$ cat config.mk
export PLATFORM = sky130hd
export DESIGN_NAME = weight_fetch_ctrl
export DESIGN_NICKNAME = d
export VERILOG_FILES = /design/src/rtl/weight_fetch_ctrl.sv
export SDC_FILE = /design/constraint.sdc
export NUM_CORES = 1
export LEC_CHECK = 0
export ABC_AREA = 1
export CORE_MARGIN = 3
export CORE_UTILIZATION = 45
export DETAILED_ROUTE_END_ITERATION = 10
export HOLD_SLACK_MARGIN = 0.03
export PLACE_DENSITY = 0.71
export SYNTH_ARGS = -nofsm -noshare
export SYNTH_HDL_FRONTEND = slang
export SYNTH_SLANG_ARGS = --single-unit
export TNS_END_PERCENT = 20
$ cat constraint.sdc
create_clock -name clk -period 3.9 [get_ports clk]
set_input_delay 0.39 -clock clk [delete_from_list [all_inputs] [get_ports clk]]
set_output_delay 0.39 -clock clk [all_outputs]
set_load 0.005 [all_outputs]
$ cat src/rtl/weight_fetch_ctrl.sv
// Weight-fetch sequencer: issues a layer's weights as fixed-length AXI read bursts,
// bounds outstanding bursts, throttles on weight-buffer space and checks R-channel framing.
module weight_fetch_ctrl #(
  parameter int AW       = 32,
  parameter int BURST    = 16,
  parameter int ADDR_INC = 16,
  parameter int MAX_OUT  = 4,
  parameter int CNT_W    = 16
) (
  input  logic             clk,
  input  logic             rst_n,
  input  logic             start,
  input  logic [AW-1:0]    base_addr,
  input  logic [CNT_W-1:0] num_bursts,
  input  logic             buf_ready,
  output logic [AW-1:0]    araddr,
  output logic             arvalid,
  output logic [3:0]       arlen,
  input  logic             arready,
  input  logic             rvalid,
  input  logic             rlast,
  output logic             rready,
  output logic             busy,
  output logic             done,
  output logic             err,
  output logic [1:0]       dbg_state_o
);

  // AR channel: once arvalid rises, arvalid and araddr hold until arready is seen high
  // on a clock edge; a transfer happens on any edge where both are high.
  // R channel: rready mirrors busy; a beat is taken on any edge with rvalid && rready.
  typedef enum logic [1:0] {
    S_IDLE  = 2'd0,
    S_ISSUE = 2'd1,
    S_DRAIN = 2'd2
  } state_t;

  localparam int BW = (BURST > 1) ? $clog2(BURST) : 1;
  localparam int OW = $clog2(MAX_OUT + 1);
  localparam logic [BW-1:0] LAST_BEAT = BW'(BURST - 1);
  localparam logic [OW-1:0] MAX_OUT_C = OW'(MAX_OUT);
  localparam logic [AW-1:0] INC_C     = AW'(ADDR_INC);

  state_t           state_q, state_d;
  logic [AW-1:0]    addr_q, addr_d;
  logic             arvalid_q, arvalid_d;
  logic [CNT_W-1:0] num_q, num_d;
  logic [CNT_W-1:0] issued_q, issued_d;
  logic [CNT_W-1:0] completed_q, completed_d;
  logic [OW-1:0]    outstanding_q, outstanding_d;
  logic [BW-1:0]    beat_q, beat_d;
  logic             err_q, err_d;
  logic             done_q, done_d;

  logic             busy_w;
  logic             beat_acc, stray, beat_ok, at_last, comp, frame_err, ar_hs, can_issue;
  logic [CNT_W-1:0] issued_n, completed_n;
  logic [OW-1:0]    outstanding_n;

  assign busy_w = (state_q != S_IDLE);

  always_comb begin
    beat_acc      = rvalid && busy_w;
    stray         = beat_acc && (outstanding_q == '0);
    beat_ok       = beat_acc && !stray;
    at_last       = (beat_q == LAST_BEAT);
    // A full-length burst without rlast still closes the burst so counts stay aligned.
    comp          = beat_ok && (rlast || at_last);
    frame_err     = beat_ok && (rlast != at_last);
    ar_hs         = arvalid_q && arready;
    issued_n      = issued_q + CNT_W'(ar_hs);
    completed_n   = completed_q + CNT_W'(comp);
    outstanding_n = outstanding_q + OW'(ar_hs) - OW'(comp);
    can_issue     = (issued_n < num_q) && (outstanding_n < MAX_OUT_C) && buf_ready;
  end

  always_comb begin
    state_d       = state_q;
    addr_d        = addr_q;
    arvalid_d     = arvalid_q;
    num_d         = num_q;
    issued_d      = issued_n;
    completed_d   = completed_n;
    outstanding_d = outstanding_n;
    beat_d        = beat_q;
    err_d         = err_q | frame_err | stray;
    done_d        = 1'b0;

    if (beat_ok) begin
      beat_d = comp ? '0 : beat_q + BW'(1);
    end
    if (ar_hs) begin
      addr_d = addr_q + INC_C;
    end

    case (state_q)
      S_IDLE: begin
        arvalid_d = 1'b0;
        if (start) begin
          addr_d        = base_addr;
          num_d         = num_bursts;
          issued_d      = '0;
          completed_d   = '0;
          outstanding_d = '0;
          beat_d        = '0;
          err_d         = 1'b0;
          if (num_bursts == '0) begin
            done_d = 1'b1;
          end else begin
            state_d   = S_ISSUE;
            arvalid_d = buf_ready;
          end
        end
      end
      S_ISSUE: begin
        if (!arvalid_q || arready) begin
          arvalid_d = can_issue;
        end
        if (issued_n == num_q) begin
          if (completed_n == num_q) begin
            state_d = S_IDLE;
            done_d  = 1'b1;
          end else begin
            state_d = S_DRAIN;
          end
        end
      end
      S_DRAIN: begin
        arvalid_d = 1'b0;
        if (completed_n == num_q) begin
          state_d = S_IDLE;
          done_d  = 1'b1;
        end
      end
      default: begin
        state_d   = S_IDLE;
        arvalid_d = 1'b0;
      end
    endcase
  end

  always_ff @(posedge clk or negedge rst_n) begin
    if (!rst_n) begin
      state_q       <= S_IDLE;
      addr_q        <= '0;
      arvalid_q     <= 1'b0;
      num_q         <= '0;
      issued_q      <= '0;
      completed_q   <= '0;
      outstanding_q <= '0;
      beat_q        <= '0;
      err_q         <= 1'b0;
      done_q        <= 1'b0;
    end else begin
      state_q       <= state_d;
      addr_q        <= addr_d;
      arvalid_q     <= arvalid_d;
      num_q         <= num_d;
      issued_q      <= issued_d;
      completed_q   <= completed_d;
      outstanding_q <= outstanding_d;
      beat_q        <= beat_d;
      err_q         <= err_d;
      done_q        <= done_d;
    end
  end

  assign araddr      = addr_q;
  assign arvalid     = arvalid_q;
  assign arlen       = 4'(BURST - 1);
  assign rready      = busy_w;
  assign busy        = busy_w;
  assign done        = done_q;
  assign err         = err_q;
  assign dbg_state_o = state_q;

endmodule

==> impl_metrics.yaml <==
route:
  dr.first_iter.drc_count: 283
  vias_per_cell: 4.98
  wl_per_cell_um: 13.8
  drcViolationCount: 0
  vias: 5049
  drtPass1Iterations: 5
  drt_wl_total_mm: 14.0
  drtAntennaViolNets: 0
run:
  maxCapViolations: 0
timing:
  finalHoldViolations: 0
  slew_headroom: 0.385
  drv_slew: 0
  timing.fmax_mhz: 282
  tightest_slew_ns: 0.922
  fin_setup_tns_ns: 0
  fin_skew_ns: 0.00496
  rsz0062_at_grt: "no"
  min_period_ns: 3.55
  post-route-period-util: 0.910
  setup_viol: 0
synthesis:
  synth.most_common_cell: "nand2_1"
  synth_common_cells: "nand2_1, inv_1, dfrtp_1"
  yosysWarnings: 0
  synth-edff-count: 0
  ys.flop_type: "dfrtp_1"
  yosysSeqAreaShare: 0.406
  synthTopCellsByArea: "dfrtp_1, nand2_1, inv_1, nor2_1, ha_1"
  synth_top_area_frac: 0.406
  syn_avg_cell_area_um2: 7.57
  syn-cell-area_um2: 5670
  synth_top_area_cell: "dfrtp_1"
  yosysUniqueCellTypes: 46
  async_reset_ff_frac: 1.00
  synthesis.instances: 749
  ys_ff_latch: 92
finish:
  seqCellArea_um2: 2300
  fillCellCount: 1071
  syn_to_final_growth_pct: 25.3
  final_cells: 1013
  multiInputGateArea_um2: 2860
  diodes: 0
  drive_gt1_frac: 0.0675
  final_nets: 921
critical_path:
  r2r_end: "dbg_state_o[1]"
  worst_r2r_startpoint: "arvalid"
  ff2ff_setup_slack_ns: 0.49
  cp-start-kind: "input pin"
  required_ns: 4.17
  end_kind: "register"
  r2r_cells: 18
  criticalPathCategory: "in2reg"
  cp_data_arrival_time_ns: 3.82
  cp_max_fo: 5
power_and_ir_drop:
  combinationalPowerShare: 0.418
  seq_power_share: 0.361
  p_int_mw: 2.86
  clkPwrFrac: 0.222
  swShare: 0.384
  vdd_drop_max_v: 0.000328
  p_per_area_nw_per_um2: 654
  p_sw_mw: 1.78
  total_power_mw: 4.64
  p_leak_nw: 3.45
clock_network:
  numCtsBuffers: 9
  clock_latency_ns: 0.34
  clockBufferDepth: 2
  cts-resized-gates: 0
  post-cts-setup-buffers: 0
  cts_hold_buf: 0
  clkTransAtPathRegs_ns: 0.07
  ctsHtreeMaxLevel: 3
  clock_sinks: 92
  cts_tree: "yes"
  clockRootBuffer: "clkbuf_16"
global_route:
  grt_pass1_vias: 4982
  grt_pass1_wl_mm: 23.3
  grt.total_usage: 0.206
  grt_overflow: 0
  grt_max_degree: 73
  antenna_found_initial: 0
die:
  dieWidth_um: 118
  initial_core_util: 0.466
  row_count: 40
  fp.dieH_um: 118
  ios: 98
  dieArea_um2: 14000
  core_um2: 12200
placement:
  dp.cells: 997
  place_congestion: 0.895
  portBuffers: 93
  dp_hpwl_mm: 10.6
outcome:
  status: "finished clean"
worst_hold_path:
  min_path_type: "in2async"
==> cells in the final DEF, fill, tap and decap left out, types with 22 or more instances in the layout <==
| cell | n |
|---|---|
| a21oi_1 | 32 |
| clkdlybuf4s50_1 | 92 |
| dfrtp_1 | 92 |
| ha_1 | 25 |
| inv_1 | 108 |
| nand2_1 | 181 |
| nand3_1 | 45 |
| nand4_1 | 22 |
| nor2_1 | 87 |
| o21ai_0 | 26 |
| xor2_1 | 27 |
==> metrics by stage <==
stage,utilization,worst slack [ns],hold slack (ns),cell area [um2]
3_5_place_dp,0.555,0.0962,0.483,6750
3_3_place_gp,0.555,0.258,0.468,6750
6_report,0.584,0.349,0.181,7100
2_1_floorplan,-,0.903,0.0944,5680
4_1_cts,0.584,0.430,0.222,7100
5_1_grt,0.584,0.0399,0.262,7100
==> critical path: stages <==
cell,delay (ns)
clkdlybuf4s50_1,0.49
nand2_1,0.07
inv_1,0.15
ha_1,0.20
ha_1,0.21
nand4_1,0.18
nor2_2,0.22
nand4_1,0.19
nor2_1,0.15
xor2_1,0.22
inv_1,0.08
ha_1,0.27
nand2_1,0.04
nor2_1,0.12
nand4_1,0.12
nor4_1,0.32
nand2_1,0.08
o21ai_0,0.12
a21boi_1,0.20
==> metal layers <==
metal	vias to the layer above	wire [um]	global-route usage
met5	-	0	0
met4	0	373	0.0916
met3	22	629	0.0311
met2	125	6370	0.320
met1	2350	6640	0.285
li1	2552	-	-
==> flip-flops by register name, indices dropped and copies added (netlist names) <==
register and cells:
dbg_state_o 2, num_q 16, issued_q 16, arvalid 1, outstanding_q 3, completed_q 16, err 1, beat_q 4
araddr 32, done 1
==> cells by family (layout without fill, tap and decap cells) <==
group	after synthesis	in the layout	share of synthesized area
AND/OR/NAND/NOR	384	384	0.306
buffers and inverters	132	225	0.0923
flip-flops	92	92	0.406
AO/OA/AOI/OAI	77	77	0.0760
XOR/XNOR	37	37	0.0596
adder cells (fa/ha/maj)	26	26	0.0587
other	1	4	0.000662
==> power by group through the flow <==
stage / Combinational (mW) / Clock (mW) / Sequential [mW]
floorplan: 1.19 / 0 / 1.60
global placement: 1.88 / 0 / 1.67
detailed placement: 1.94 / 0 / 1.68
CTS: 1.96 / 1.05 / 1.67
global route: 2.20 / 1.09 / 1.73
finish: 1.94 / 1.03 / 1.68
==> cell type report <==
class                           count  share of cell area
Clock inverter                      4              0.0134
Tap cell                          168              0.0296
Sequential cell                    92               0.324
Multi-Input combinational cell    528               0.402
Clock buffer                       12              0.0361
Timing Repair Buffer               97               0.135
Inverter                          112              0.0592
==> how the worst max path moves through the flow <==
stage,slack (ns),cells past startpoint,start,endpoint
global route,0.04,19,arready,dbg_state_o[1]
floorplan,0.90,19,arready,dbg_state_o[1]
global placement,0.26,19,arready,dbg_state_o[1]
CTS,0.43,19,arready,dbg_state_o[1]
detailed placement,0.1,19,arready,dbg_state_o[1]
finish,0.35,19,arready,dbg_state_o[1]
(Power assumes the default switching activity.)
